File: config.mk
export PLATFORM = sky130hd
export DESIGN_NAME = cpu6_pipeline_ctrl_flat
export DESIGN_NICKNAME = d
export VERILOG_FILES = /design/src/rtl/cpu6_pipeline_ctrl_if.sv /design/src/rtl/cpu6_pipeline_ctrl.sv /design/src/flat_wrapper.sv
export SDC_FILE = /design/constraint.sdc
export NUM_CORES = 1
export LEC_CHECK = 0
export ABC_CLOCK_PERIOD_IN_PS = 3700
export BUFFER_PORTS_ARGS = -buffer_cell sky130_fd_sc_hd__buf_2
export CORE_UTILIZATION = 29
export DETAILED_ROUTE_END_ITERATION = 10
export PLACE_DENSITY = 0.49
export REMOVE_ABC_BUFFERS = 1
export SLEW_MARGIN = 20
export SYNTH_ARGS = -nofsm -noshare
export SYNTH_HDL_FRONTEND = slang
export SYNTH_SLANG_ARGS = --single-unit
File: constraint.sdc
create_clock -name clk -period 3.7 [get_ports clk]
set_clock_uncertainty 0.2 [all_clocks]
set_input_delay 0.37 -clock clk [delete_from_list [all_inputs] [get_ports clk]]
set_output_delay 0.37 -clock clk [all_outputs]
set_load 0.01 [all_outputs]
File: src/rtl/cpu6_pipeline_ctrl_if.sv
// rtl/cpu6_pipeline_ctrl_if.sv - hazard inputs and stall/flush controls of the cpu6 pipeline controller
// master: the pipeline datapath; slave: cpu6_pipeline_ctrl.
interface cpu6_pipeline_ctrl_if;
  logic [4:0] rs1D;
  logic [4:0] rs2D;
  logic [4:0] rdE;
  logic       memtoregE;
  logic       regwriteE;
  logic       redirectE;
  logic       memreqM;
  logic       memackM;
  logic       stallF;
  logic       stallD;
  logic       stallE;
  logic       stallM;
  logic       flushD;
  logic       flushE;
  logic       bubbleW;
  logic       pcsel_redirect;
  logic       mem_timeout;

  modport master (
    output rs1D, rs2D, rdE, memtoregE, regwriteE, redirectE, memreqM, memackM,
    input  stallF, stallD, stallE, stallM, flushD, flushE, bubbleW,
           pcsel_redirect, mem_timeout
  );

  modport slave (
    input  rs1D, rs2D, rdE, memtoregE, regwriteE, redirectE, memreqM, memackM,
    output stallF, stallD, stallE, stallM, flushD, flushE, bubbleW,
           pcsel_redirect, mem_timeout
  );
endinterface

File: src/rtl/cpu6_pipeline_ctrl.sv
// rtl/cpu6_pipeline_ctrl.sv - stall/flush sequencer for the cpu6 5-stage pipeline
// Optional performance counters are enabled with `define CPU6_PIPECTRL_PERF_EN.
module cpu6_pipeline_ctrl #(
  parameter int MEM_TIMEOUT = 16,
  parameter int CNT_W       = 8
) (
  input  logic        clk,
  input  logic        reset,
`ifdef CPU6_PIPECTRL_PERF_EN
  input  logic        perf_clr,
  output logic [31:0] perf_stall_cnt,
  output logic [31:0] perf_flush_cnt,
  output logic [15:0] perf_timeout_cnt,
`endif
  cpu6_pipeline_ctrl_if.slave pif
);

  typedef enum logic [1:0] {
    ST_RUN    = 2'd0,
    ST_MWAIT  = 2'd1,
    ST_RDHOLD = 2'd2
  } state_t;

  localparam logic [CNT_W-1:0] TMO_LAST = CNT_W'(MEM_TIMEOUT - 1);
  localparam logic [CNT_W-1:0] TMO_MAX  = CNT_W'(MEM_TIMEOUT);

  state_t           state_q, state_d;
  logic [CNT_W-1:0] cnt_q, cnt_d;
  logic             pend_q, pend_d;

  logic   load_use;
  logic   mem_wait;
  state_t state_eff;
  logic   pend_eff;

  logic stall_f, stall_d, stall_e, stall_m;
  logic flush_d, flush_e, bubble_w, pcsel, tmo;

  assign load_use = pif.memtoregE & pif.regwriteE & (pif.rdE != 5'd0) &
                    ((pif.rdE == pif.rs1D) | (pif.rdE == pif.rs2D));
  assign mem_wait = pif.memreqM & ~pif.memackM;

  // Reset takes effect in its own cycle: the outputs already see a RUN machine.
  assign state_eff = reset ? ST_RUN : state_q;
  assign pend_eff  = reset ? 1'b0 : pend_q;

  always_comb begin
    state_d  = state_eff;
    cnt_d    = cnt_q;
    pend_d   = pend_eff;
    stall_f  = 1'b0;
    stall_d  = 1'b0;
    stall_e  = 1'b0;
    stall_m  = 1'b0;
    flush_d  = 1'b0;
    flush_e  = 1'b0;
    bubble_w = 1'b0;
    pcsel    = 1'b0;
    tmo      = 1'b0;

    unique case (state_eff)
      ST_RUN, ST_RDHOLD: begin
        if (mem_wait) begin
          {stall_f, stall_d, stall_e, stall_m} = 4'b1111;
          bubble_w = 1'b1;
          state_d  = ST_MWAIT;
          cnt_d    = CNT_W'(1);
          // E is frozen by the wait, so a live redirect must not be lost.
          pend_d   = pend_eff | pif.redirectE;
        end else if (pif.redirectE || state_eff == ST_RDHOLD) begin
          pcsel   = 1'b1;
          flush_d = 1'b1;
          flush_e = 1'b1;
          pend_d  = 1'b0;
          state_d = ST_RUN;
        end else if (load_use) begin
          stall_f = 1'b1;
          stall_d = 1'b1;
          flush_e = 1'b1;
        end
      end

      ST_MWAIT: begin
        if (pif.memackM) begin
          pend_d  = pend_eff | pif.redirectE;
          state_d = pend_d ? ST_RDHOLD : ST_RUN;
          cnt_d   = '0;
        end else if (cnt_q >= TMO_LAST) begin
          // Abort: treat as complete but keep the bubble so nothing is written back.
          tmo      = 1'b1;
          bubble_w = 1'b1;
          pend_d   = pend_eff | pif.redirectE;
          state_d  = pend_d ? ST_RDHOLD : ST_RUN;
          cnt_d    = '0;
        end else begin
          {stall_f, stall_d, stall_e, stall_m} = 4'b1111;
          bubble_w = 1'b1;
          pend_d   = pend_eff | pif.redirectE;
          cnt_d    = (cnt_q >= TMO_MAX) ? TMO_MAX : cnt_q + CNT_W'(1);
        end
      end

      default: begin
        state_d = ST_RUN;
        cnt_d   = '0;
        pend_d  = 1'b0;
      end
    endcase
  end

  always_ff @(posedge clk) begin
    if (reset) begin
      state_q <= ST_RUN;
      cnt_q   <= '0;
      pend_q  <= 1'b0;
    end else begin
      state_q <= state_d;
      cnt_q   <= cnt_d;
      pend_q  <= pend_d;
    end
  end

  assign pif.stallF         = stall_f;
  assign pif.stallD         = stall_d;
  assign pif.stallE         = stall_e;
  assign pif.stallM         = stall_m;
  assign pif.flushD         = flush_d;
  assign pif.flushE         = flush_e;
  assign pif.bubbleW        = bubble_w;
  assign pif.pcsel_redirect = pcsel;
  assign pif.mem_timeout    = tmo;

`ifdef CPU6_PIPECTRL_PERF_EN
  logic [31:0] perf_stall_q, perf_stall_d;
  logic [31:0] perf_flush_q, perf_flush_d;
  logic [15:0] perf_tmo_q, perf_tmo_d;

  always_comb begin
    perf_stall_d = perf_stall_q + {31'd0, stall_f};
    perf_flush_d = perf_flush_q + {31'd0, flush_e};
    perf_tmo_d   = perf_tmo_q + {15'd0, tmo};
    if (perf_clr) begin
      perf_stall_d = '0;
      perf_flush_d = '0;
      perf_tmo_d   = '0;
    end
  end

  always_ff @(posedge clk) begin
    if (reset) begin
      perf_stall_q <= '0;
      perf_flush_q <= '0;
      perf_tmo_q   <= '0;
    end else begin
      perf_stall_q <= perf_stall_d;
      perf_flush_q <= perf_flush_d;
      perf_tmo_q   <= perf_tmo_d;
    end
  end

  assign perf_stall_cnt   = perf_stall_q;
  assign perf_flush_cnt   = perf_flush_q;
  assign perf_timeout_cnt = perf_tmo_q;
`else
  // Core-only build: no event counters.
`endif

endmodule

File: src/flat_wrapper.sv
// flat-port wrapper written by rule: the top's interface ports become plain ports
module cpu6_pipeline_ctrl_flat 
#(
  parameter int MEM_TIMEOUT = 16,
  parameter int CNT_W       = 8
)
  (clk, reset, pif_rs1D, pif_rs2D, pif_rdE, pif_memtoregE, pif_regwriteE, pif_redirectE, pif_memreqM, pif_memackM, pif_stallF, pif_stallD, pif_stallE, pif_stallM, pif_flushD, pif_flushE, pif_bubbleW, pif_pcsel_redirect, pif_mem_timeout);
  cpu6_pipeline_ctrl_if pif_i ();
  input  logic clk;
  input  logic reset;
  input wire logic [$bits(pif_i.rs1D)-1:0] pif_rs1D;
  input wire logic [$bits(pif_i.rs2D)-1:0] pif_rs2D;
  input wire logic [$bits(pif_i.rdE)-1:0] pif_rdE;
  input wire logic [$bits(pif_i.memtoregE)-1:0] pif_memtoregE;
  input wire logic [$bits(pif_i.regwriteE)-1:0] pif_regwriteE;
  input wire logic [$bits(pif_i.redirectE)-1:0] pif_redirectE;
  input wire logic [$bits(pif_i.memreqM)-1:0] pif_memreqM;
  input wire logic [$bits(pif_i.memackM)-1:0] pif_memackM;
  output wire logic [$bits(pif_i.stallF)-1:0] pif_stallF;
  output wire logic [$bits(pif_i.stallD)-1:0] pif_stallD;
  output wire logic [$bits(pif_i.stallE)-1:0] pif_stallE;
  output wire logic [$bits(pif_i.stallM)-1:0] pif_stallM;
  output wire logic [$bits(pif_i.flushD)-1:0] pif_flushD;
  output wire logic [$bits(pif_i.flushE)-1:0] pif_flushE;
  output wire logic [$bits(pif_i.bubbleW)-1:0] pif_bubbleW;
  output wire logic [$bits(pif_i.pcsel_redirect)-1:0] pif_pcsel_redirect;
  output wire logic [$bits(pif_i.mem_timeout)-1:0] pif_mem_timeout;
  assign pif_i.rs1D = pif_rs1D;
  assign pif_i.rs2D = pif_rs2D;
  assign pif_i.rdE = pif_rdE;
  assign pif_i.memtoregE = pif_memtoregE;
  assign pif_i.regwriteE = pif_regwriteE;
  assign pif_i.redirectE = pif_redirectE;
  assign pif_i.memreqM = pif_memreqM;
  assign pif_i.memackM = pif_memackM;
  assign pif_stallF = pif_i.stallF;
  assign pif_stallD = pif_i.stallD;
  assign pif_stallE = pif_i.stallE;
  assign pif_stallM = pif_i.stallM;
  assign pif_flushD = pif_i.flushD;
  assign pif_flushE = pif_i.flushE;
  assign pif_bubbleW = pif_i.bubbleW;
  assign pif_pcsel_redirect = pif_i.pcsel_redirect;
  assign pif_mem_timeout = pif_i.mem_timeout;
  cpu6_pipeline_ctrl #(.MEM_TIMEOUT(MEM_TIMEOUT), .CNT_W(CNT_W)) u_core (.clk(clk), .reset(reset), .pif(pif_i));
endmodule
==> summary.txt, run 1 <==
Logic synthesis
  – Synthesized cell area: 708 µm²
  – Post-Synth XOR/XNOR Area: 12.4%
  – Sequential fraction of the synthesis area: 31.1%
  – Post-synthesis register bit count: 11
  – Synth cell types: 25
  – Compound-Gate Fraction of Synth Area: 19.6%
  – Synth area leaders: dfxtp_1 31%, xor2_1 12%, nor2_1 6.4%
  – Mapped Cells: 87
  – Synth top area share: 31.1%
  – Post-Synth Adder-Cell Area: 3.53%
  – Syn Area/Cell: 8.14 µm²
  – Main combinational cell family by area after synthesis: simple AND/OR/NAND/NOR gates
  – Synth warn: 0
  – Yosys top cell by area: dfxtp_1
  – Mux share of post-synthesis cell area: 0%
  – Simple-gate portion of the synthesized area: 24.9%

Final layout
  – Diode count: 0
  – Final #Nets: 142
  – Most frequent cells in the layout: 30 x buf_2, 12 x nor2_1, 11 x dfxtp_1
  – Area grow syn2layout: 25.1%
  – Layout cells sized above 1: 29.9%
  – Fin util: 39.3%
  – Most common cell after layout, fill and taps aside: buf_2

STA
  – WHS: 0.169 ns
  – Final min period: 2.58 ns
  – Setup TNS: 0 ns
  – Final Hold Vio Count: 0
  – PnR worst setup slack: 1.12 ns
  – Setup violators final: 0
  – Pins Over Slew Limit: 0
  – Worst slew pin tran: 0.580 ns
  – Max Freq: 387 MHz
  – Period utilization: 69.8%
  – Slew margin rel.: 61.3%
  – RSZ-0062 raised after global routing: no

Clock tree
  – Post-CTS Setup Inserts: 0
  – CTS tree: built
  – Num Clock Sinks: 11
  – # H-tree levels: 1
  – CTS Buffer Depth: 2
  – Worst-path clk slew: 0.07 ns
  – CTS hold repair buffers: 0
  – Post_cts resized: 0
  – Clk root buf: clkbuf_4
  – Inserted Clock Buffers: 3
  – Clk_lat worst skew: 0.27 ns

Critical path
  – Crit-path cells: or4b_4, a311oi_4, a21oi_1, o31ai_1, buf_2
  – Worst Setup End Kind: primary output
  – Slowest cell delay on critical path: 0.53 ns
  – Crit path max fanout: 6
  – Crit start category: flop
  – Slowest cell on crit path: or4b_4
  – Kind of critical path: reg -> out
  – Top delay family on crit path: compound AO/OA/AOI/OAI gates
  – Worst path required time: 3.13 ns
  – Critical path buffer and inverter count: 1
  – Critical Path AT: 2.01 ns

Place
  – RD Place Congestion: 0.765
  – Port bufs: 30
  – HPWL Detailed: 1320 µm
  – Setup WS pre-CTS: 1.23 ns

GRT
  – Initial antenna violation count: 0
  – Largest net degree at the start of global routing: 10
  – First-pass GRT wire length: 2730 µm
  – GRT overflow: 0
  – Total track usage: 14.2%
  – Vias in the first global route: 640

Die
  – Total die area: 0.00264 mm²
  – Row Count: 17
  – Chip Height: 51.4 µm
  – IO Count: 31
  – Starting Density: 31.4%
  – Die Wd: 51.4 µm
  – Core Region: 0.00225 mm²

Routing
  – Iter 0 DRT Violations: 12
  – DR vias/cell: 4.90
  – Total number of vias: 710
  – WL per Instance: 11.1 µm
  – Wirelength, routed: 1610 µm
  – Post-route ant nets: 0
  – 1st-pass router iterations: 4
  – Post-route DRC: 0

Power
  – Pwr dens: 294 mW/mm²
  – Leakage: 0.428 nW
  – Worst vdd ir: 0.0974 mV

Job
  – Maximum Capacitance Violations: 0

Status
  – Outcome: finished clean

Hold path
  – Hold WC Path Type: in -> reg
-- worst min-delay path, cell delays in order --
cell	delay, ns
buf_2	0.11
inv_1	0.04
a2111oi_0	0.07
-- report_power, final --
| part | internal [W] | switching [W] |
|---|---|---|
| clock | 0.0000418 | 0.0000412 |
| sequential | 0.000121 | 0.00000222 |
| combinational | 0.0000248 | 0.0000297 |
| total | 0.000187 | 0.0000731 |
-- flip-flops by register name, indices dropped and copies added (netlist names) --
register and count:
u_core.cnt_q 8, u_core.pend_q 1, u_core.state_q 2
-- cell type report --
class	count	area, µm²
tap	28	35.0
sequential	11	220
timing repair buffer	30	150
multi-input combinational	65	428
inverter	7	26.3
fill	260	1370
clock buffer	4	26.3
-- per-stage QoR --
| stage | instance area (µm²) | cells | power [W] |
|---|---|---|---|
| 2_1_floorplan | 674 | 83 | 0.000153 |
| 3_3_place_gp | 860 | 141 | 0.000180 |
| 3_5_place_dp | 860 | 141 | 0.000180 |
| 4_1_cts | 886 | 145 | 0.000262 |
| 5_1_grt | 886 | 145 | 0.000278 |
| 6_report | 886 | 145 | 0.000260 |
-- metal layers --
layer / vias to the layer above / GRT usage, % / share of wire, %
li1: 364 / - / -
met1: 302 / 17.8 / 44
met2: 39 / 22.1 / 45
met3: 5 / 2.98 / 8.1
met4: 0 / 8.11 / 2.5
met5: - / 0 / 0
-- cells in the mapped netlist (all sizes together) --
master	count
nor2	12
a21oi	7
o21bai	1
a311oi	1
ha	2
a21o	1
o2111ai	1
xor2	10
dfxtp	11
buf	4
or4	2
o31ai	1
inv	7
and3	4
a31oi	2
nor3	4
a22oi	2
nor2b	1
a2111oi	1
nand3	3
or4b	1
nand2	5
nand4b	2
o21ai	2
-- path summary, 6_finish.rpt --
check                                       start                 to  slack, ns  cells after the start
worst max register to register  u_core.state_q[0]    u_core.cnt_q[3]       1.80                      4
worst max-delay path            u_core.state_q[0]         pif_stallD       1.12                      5
worst min register to register    u_core.cnt_q[6]    u_core.cnt_q[6]       0.28                      1
worst min-delay path                  pif_memackM  u_core.state_q[1]       0.17                      3
-- cell families after synthesis --
logic type / after synthesis
xor+xnor: 10
compound gates: 19
flops: 11
simple gates: 34
buf+inv: 11
fa+ha+maj: 2
Power figures use the tool's default switching activity.
==> inputs of run 2 (changes only) <==
--- a/config.mk
+++ b/config.mk
@@ -5,7 +5,7 @@
 export SDC_FILE = /design/constraint.sdc
 export NUM_CORES = 1
 export LEC_CHECK = 0
-export ABC_CLOCK_PERIOD_IN_PS = 3700
+export ABC_CLOCK_PERIOD_IN_PS = 2500
 export BUFFER_PORTS_ARGS = -buffer_cell sky130_fd_sc_hd__buf_2
 export CORE_UTILIZATION = 29
 export DETAILED_ROUTE_END_ITERATION = 10
==> constraint.sdc (replaced) <==
create_clock -name clk -period 2.5 [get_ports clk]
set_clock_uncertainty 0.2 [all_clocks]
set_input_delay 0.25 -clock clk [delete_from_list [all_inputs] [get_ports clk]]
set_output_delay 0.25 -clock clk [all_outputs]
set_load 0.01 [all_outputs]
==> run 2 against run 1 <==
Against the previous run: worst hold slack lost 0.11 ns; count of clock-buffer cells in the layout unchanged; wire length grew 2.2%; clock power grew 47%; first-iteration DRC count shrank 42%; critical path depth is the same; sequential power increased by 48%; non-clock buffer count grew 3; critical path type unchanged; total power grew 49%; final cell count increased by 2.1%; critical endpoint is now pif_stallF; worst setup slack worse by 0.99 ns; highest routed layer unchanged.
==> summary.txt, run 2 (synthesis gave the netlist of run 1 again) <==
Place
  – Port bufs: 30 (unchanged)
  – HPWL Detailed: 1320 µm (unchanged)
  – Placed insts: 142 (+0.71%)
  – RD Place Congestion: 0.790 (+3.2%)

Routing
  – WL per Instance: 11.1 µm (+0.10%)
  – Post-route DRC: 0 (unchanged)
  – Total number of vias: 717 (+0.99%)
  – Post-route ant nets: 0 (unchanged)
  – Iter 0 DRT Violations: 7 (-5)
  – Wirelength, routed: 1650 µm (+2.2%)
  – DR vias/cell: 4.84 (-1.1%)
  – 1st-pass router iterations: 4 (unchanged)

Critical path
  – Kind of critical path: reg -> out
  – Worst R2R End: u_core.cnt_q[3]
  – Origin of the worst setup path: u_core.cnt_q[4]
  – Worst path required time: 2.05 ns (-1.08 ns)
  – Crit start category: flop
  – Slowest cell delay on critical path: 0.57 ns (+0.04 ns)
  – Critical Path AT: 1.92 ns (-0.09 ns)
  – R2R setup slack: 0.59 ns (-1.21 ns)
  – Reg2reg start: u_core.cnt_q[4]
  – Cell depth of the worst flop-to-flop path: 5 (+1)
  – Crit-path cells: or4_4, a311oi_4, a21oi_1, o31ai_1, buf_2
  – Crit path max fanout: 4 (-2)
  – Worst Setup End Kind: primary output
  – Slowest cell on crit path: or4_4

STA
  – Slew margin rel.: 74.8% (+14 points)
  – Worst slew pin tran: 0.368 ns (-0.212 ns)
  – Final min period: 2.37 ns
  – Setup TNS: 0 ns (unchanged)
  – Setup violators final: 0 (unchanged)
  – RSZ-0062 raised after global routing: no
  – Max Freq: 421 MHz
  – Final Hold Vio Count: 0 (unchanged)
  – WHS: 0.0582 ns (-0.111 ns)
  – Pins Over Slew Limit: 0 (unchanged)
  – Period utilization: 95.0%

Final layout
  – Most common cell after layout, fill and taps aside: buf_2
  – Final #Nets: 145 (+2.1%)
  – Final Non-Filler Cells: 148 (+2.1%)
  – Area grow syn2layout: 28.8%
  – Most frequent cells in the layout: 30 x buf_2, 12 x nor2_1, 11 x dfxtp_1
  – Register with the highest flop count: u_core.cnt_q
  – Diode count: 0 (unchanged)
  – Max reg flops: 8 (unchanged)
  – Largest regs: u_core.cnt_q: 8 flops, u_core.state_q: 2 flops, u_core.pend_q: 1 flops
  – Layout cells sized above 1: 32.5% (+2.6 points)
  – Fillers: 249 (-4.2%)

Power
  – Pwr dens: 425 mW/mm² (+44%)
  – Worst vdd ir: 0.177 mV (+82%)
  – Leakage: 0.439 nW (+2.8%)
  – Total power: 0.000387 W (+49%)

GRT
  – Largest net degree at the start of global routing: 10 (unchanged)
  – First-pass GRT wire length: 2700 µm (-1.0%)
  – Total track usage: 13.9% (-0.22 points)
  – Initial antenna violation count: 0 (unchanged)
  – GRT overflow: 0 (unchanged)
  – Vias in the first global route: 665 (+3.9%)

Hold path
  – WHS Endpoint: u_core.cnt_q[2]
  – Hold depth: 2 (-1)
  – Hold path start: reset
  – Hold WC Path Type: in -> reg

Job
  – Maximum Capacitance Violations: 0 (unchanged)

Clock tree
  – CTS tree: built
  – CTS hold repair buffers: 0 (unchanged)
  – Clk_lat worst skew: 0.27 ns (about the same)
  – Clk root buf: clkbuf_4
  – Worst-path clk slew: 0.07 ns (about the same)
  – Inserted Clock Buffers: 3 (unchanged)
  – CTS Buffer Depth: 2 (unchanged)
  – Num Clock Sinks: 11 (unchanged)
  – # H-tree levels: 1 (unchanged)

Die
  – Total die area: 0.00264 mm² (unchanged)
  – Chip Height: 51.4 µm (unchanged)
  – IO Count: 31 (unchanged)
  – Row Count: 17 (unchanged)
  – Core Region: 0.00225 mm² (unchanged)
  – Starting Density: 31.4% (unchanged)
  – Die Wd: 51.4 µm (unchanged)

Status
  – Outcome: finished clean
run 2: cell types whose count changed in the layout (fill, tap and decap cells not counted):
cell	previous run	this run
or4_1	2	1
buf_4	0	3
or4_4	0	1
run 2: final cells by class:
| type | instances | area [µm²] | area share (%) |
|---|---|---|---|
| Tap cell | 28 | 35.0 | 3.84 |
| Inverter | 7 | 26.3 | 2.88 |
| Multi-Input combinational cell | 65 | 432 | 47.3 |
| Timing Repair Buffer | 33 | 173 | 18.9 |
| Sequential cell | 11 | 220 | 24.1 |
| Clock buffer | 4 | 26.3 | 2.88 |
run 2: metrics by stage:
stage / setup WS [ns] / cell area (µm²) / util [%]
after floorplan: 0.543 / 674 / -
after global placement: 0.293 / 867 / 38.5
after detailed placement: 0.278 / 867 / 38.5
after CTS: 0.0381 / 893 / 39.6
after global routing: 0.0591 / 912 / 40.5
final: 0.125 / 912 / 40.5
run 2: timing repair:
action	4_1_cts	5_1_grt
setup endpoints to repair	0	2
gates resized for setup	0	1
setup buffers	0	2
run 2: metal layers:
metal	vias up	global-route usage [%]	part of all wire, %
met4	0	8.11	2.2
met3	5	2.98	8.0
met5	-	0	0
met1	302	15.9	44
met2	38	23.6	46
li1	372	-	-
run 2: worst max-delay path by stage:
stage            endpoint  slack, ns
6_report       pif_stallF       0.13
2_1_floorplan  pif_stallD       0.54
3_3_place_gp   pif_stallF       0.29
5_1_grt        pif_stallD       0.06
3_5_place_dp   pif_stallF       0.28
4_1_cts        pif_stallF       0.04
run 2: where the power goes:
part           switching, W  total (W)  internal (W)
Clock             0.0000605   0.000122     0.0000619
Combinational     0.0000442  0.0000829     0.0000387
Sequential       0.00000334   0.000182      0.000179
run 2: worst max-delay path, delay by kind of cell, from the launching register on:
family	cells	cell delay, ns
AO/OA/AOI/OAI	3	0.58
AND/OR/NAND/NOR	1	0.57
flip-flops	1	0.31
buffers and inverters	1	0.19
==> inputs of run 3 (changes only) <==
--- a/config.mk
+++ b/config.mk
@@ -5,11 +5,12 @@
 export SDC_FILE = /design/constraint.sdc
 export NUM_CORES = 1
 export LEC_CHECK = 0
-export ABC_CLOCK_PERIOD_IN_PS = 2500
+export ABC_AREA = 1
+export ABC_CLOCK_PERIOD_IN_PS = 2920
 export BUFFER_PORTS_ARGS = -buffer_cell sky130_fd_sc_hd__buf_2
 export CORE_UTILIZATION = 29
 export DETAILED_ROUTE_END_ITERATION = 10
-export PLACE_DENSITY = 0.49
+export PLACE_DENSITY = 0.48
 export REMOVE_ABC_BUFFERS = 1
 export SLEW_MARGIN = 20
 export SYNTH_ARGS = -nofsm -noshare
==> constraint.sdc (replaced) <==
create_clock -name clk -period 2.92 [get_ports clk]
set_clock_uncertainty 0.2 [all_clocks]
set_input_delay 0.292 -clock clk [delete_from_list [all_inputs] [get_ports clk]]
set_output_delay 0.292 -clock clk [all_outputs]
set_load 0.01 [all_outputs]
==> run 3 against run 2 <==
Against the previous run: clock power shrank 18%; critical path depth grew 4; sequential power decreased by 15%; wire length grew 7.4%; count of clock-buffer cells in the layout did not move; sequential cell count is the same; via count grew 16%; core utilization decreased by 1.6 points; register-to-register slack improved by 0.84 ns; final cell count grew 30%; cell area up 8.5%; worst setup slack improved by 0.70 ns; largest power group unchanged; highest routed layer unchanged.
==> summary.txt, run 3 <==
STA
  – Setup TNS: 0 ns (unchanged)
  – RSZ-0062 raised after global routing: no
  – Worst slew pin tran: 0.243 ns (-0.125 ns)
  – Final min period: 2.09 ns
  – Final Hold Vio Count: 0 (unchanged)
  – Period utilization: 71.6%
  – PnR worst setup slack: 0.830 ns (+0.704 ns)
  – Setup violators final: 0 (unchanged)
  – WHS: 0.106 ns (+0.0477 ns)
  – Pins Over Slew Limit: 0 (unchanged)
  – Max Freq: 478 MHz
  – Slew margin rel.: 83.7% (+8.9 points)

Die
  – Die Wd: 54.5 µm (+5.9%)
  – IO Count: 31 (unchanged)
  – Starting Density: 31.4% (-0.043 points)
  – Row Count: 18 (+1)
  – Core Region: 0.00254 mm² (+13%)
  – Total die area: 0.00297 mm² (+12%)
  – Chip Height: 54.5 µm (+5.9%)

Clock tree
  – Inserted Clock Buffers: 3 (unchanged)
  – Post-CTS Setup Inserts: 0 (unchanged)
  – Num Clock Sinks: 11 (unchanged)
  – Clk_lat worst skew: 0.27 ns (about the same)
  – CTS Buffer Depth: 2 (unchanged)
  – Post_cts resized: 0 (unchanged)
  – Clk root buf: clkbuf_4
  – CTS tree: built
  – CTS hold repair buffers: 0 (unchanged)
  – # H-tree levels: 1 (unchanged)
  – Worst-path clk slew: 0.07 ns (about the same)

Logic synthesis
  – Mapped Cells: 132 (+52%)
  – Yosys top cell by area: dfxtp_1
  – Synth area leaders: dfxtp_1 28%, nand2_1 17%, inv_1 11%
  – Count leader, synth: nand2_1
  – Syn Area/Cell: 6.05 µm² (-26%)
  – Synth warn: 0 (unchanged)
  – Number of synthesized flops with an enable pin: 0 (unchanged)
  – Synth cell types: 20 (-20%)
  – Asr flop ratio synth: 0% (unchanged)
  – Post-synthesis register bit count: 11 (unchanged)
  – Synth top area share: 27.6% (-3.5 points)
  – Synthesized cell area: 798 µm² (+13%)
  – Sequential fraction of the synthesis area: 27.6% (-3.5 points)
  – Commonest cells post-synth: 36 x nand2_1, 24 x inv_1, 20 x nor2_1
  – Post-synth top flop: dfxtp_1

Power
  – Worst vdd ir: 0.281 mV (+59%)
  – Clock power share: 29.7% (-1.9 points)
  – Logic pwr share: 24.0% (+2.6 points)
  – Switching share of power: 28.9% (+1.0 points)
  – P_int: 0.000239 W (-15%)
  – Net Sw Power: 0.0000970 W (-10%)
  – Reg power frac: 46.3% (-0.7 points)
  – Pwr dens: 339 mW/mm² (-20%)
  – Leakage: 0.571 nW (+30%)
  – Total power: 0.000336 W (-13%)

Routing
  – Iter 0 DRT Violations: 8 (+1)
  – DR vias/cell: 4.33 (-11%)
  – Post-route ant nets: 0 (unchanged)
  – WL per Instance: 9.17 µm (-18%)
  – Wirelength, routed: 1770 µm (+7.4%)
  – 1st-pass router iterations: 3 (-1)
  – Total number of vias: 835 (+16%)
  – Post-route DRC: 0 (unchanged)

Critical path
  – Crit-path cells: ha_1, nand2_1, nor2_1, nor2_2, nand2_1, nand2_1, inv_2, nand2_1, buf_2
  – Crit start category: flop
  – Worst Setup End Kind: primary output
  – Kind of critical path: reg -> out
  – Slowest cell on crit path: dfxtp_1
  – Crit path max fanout: 5 (+1)
  – Critical path buffer and inverter count: 2 (+1)
  – CP most frequent cell: nand2_1
  – Critical Path AT: 1.60 ns (-0.32 ns)
  – Top delay family on crit path: simple AND/OR/NAND/NOR gates
  – Worst path required time: 2.43 ns (+0.38 ns)
  – Slowest cell delay on critical path: 0.34 ns (-0.23 ns)

GRT
  – Initial antenna violation count: 0 (unchanged)
  – GRT overflow: 0 (unchanged)
  – Largest net degree at the start of global routing: 11 (+1)
  – Total track usage: 13.8% (-0.11 points)
  – First-pass GRT wire length: 2890 µm (+6.9%)
  – Vias in the first global route: 741 (+11%)

Final layout
  – Area grow syn2layout: 24.0%
  – Most common cell after layout, fill and taps aside: nand2_1
  – Largest regs: u_core.cnt_q: 8 flops, u_core.state_q: 2 flops, u_core.pend_q: 1 flops
  – Layout cells sized above 1: 25.2% (-7.3 points)
  – Final #Nets: 188 (+30%)
  – Register with the highest flop count: u_core.cnt_q
  – Most frequent cells in the layout: 36 x nand2_1, 30 x buf_2, 24 x inv_1
  – Diode count: 0 (unchanged)
  – Max reg flops: 8 (unchanged)

Hold path
  – Hold WC Path Type: in -> reg

Job
  – Maximum Capacitance Violations: 0 (unchanged)

Place
  – Port bufs: 30 (unchanged)
  – RD Place Congestion: 0.778 (-1.4%)
  – HPWL Detailed: 1500 µm (+14%)
  – Setup WS pre-CTS: 1.12 ns (+0.838 ns)

Status
  – Outcome: finished clean
## run 3: cells by family (layout without fill, tap and decap cells)
kind of cell,after synthesis,in the layout,synth area share [%]
simple gates,76,76,43.3
fa+ha+maj,2,2,3.13
xor+xnor,4,4,4.39
compound gates,9,9,5.80
flops,11,11,27.6
buf+inv,30,61,15.8
## run 3: worst paths after layout
check | startpoint | cells past startpoint | slack (ns) | to
setup / recovery | u_core.cnt_q[0] | 9 | 0.83 | pif_stallD
hold / removal | reset | 2 | 0.11 | u_core.cnt_q[0]
setup reg to reg | u_core.cnt_q[0] | 8 | 1.43 | u_core.cnt_q[3]
hold reg to reg | u_core.cnt_q[6] | 2 | 0.25 | u_core.cnt_q[6]
## run 3: metrics by stage
stage               utilization [%]  std cells  area, µm²
floorplan                         -        129        776
global placement               37.9        189        963
detailed placement             37.9        189        963
CTS                            38.9        193        990
global route                   38.9        193        990
finish                         38.9        193        990
## run 3: cell type report
cell class	count	area, µm²
Multi-Input combinational cell	91	452
Clock buffer	4	26.3
Inverter	27	104
Fill cell	279	1560
Sequential cell	11	220
Timing Repair Buffer	30	150
Tap cell	30	37.5
## run 3: per-layer routing
metal  vias up  part of all wire (%)  global-route usage (%)
li1        460                     -                       -
met1       356                    46                    15.5
met2        15                    47                    23.6
met3         4                   5.9                    6.11
met4         0                  0.96                    3.85
met5         -                     0                       0
## run 3: power groups by stage
stage               clock (W)  combinational (W)  sequential [W]
finish              0.0000996          0.0000807        0.000155
global route         0.000111          0.0000917        0.000155
CTS                  0.000106          0.0000818        0.000155
detailed placement          0          0.0000815        0.000159
global placement            0          0.0000812        0.000159
floorplan                   0          0.0000456        0.000158
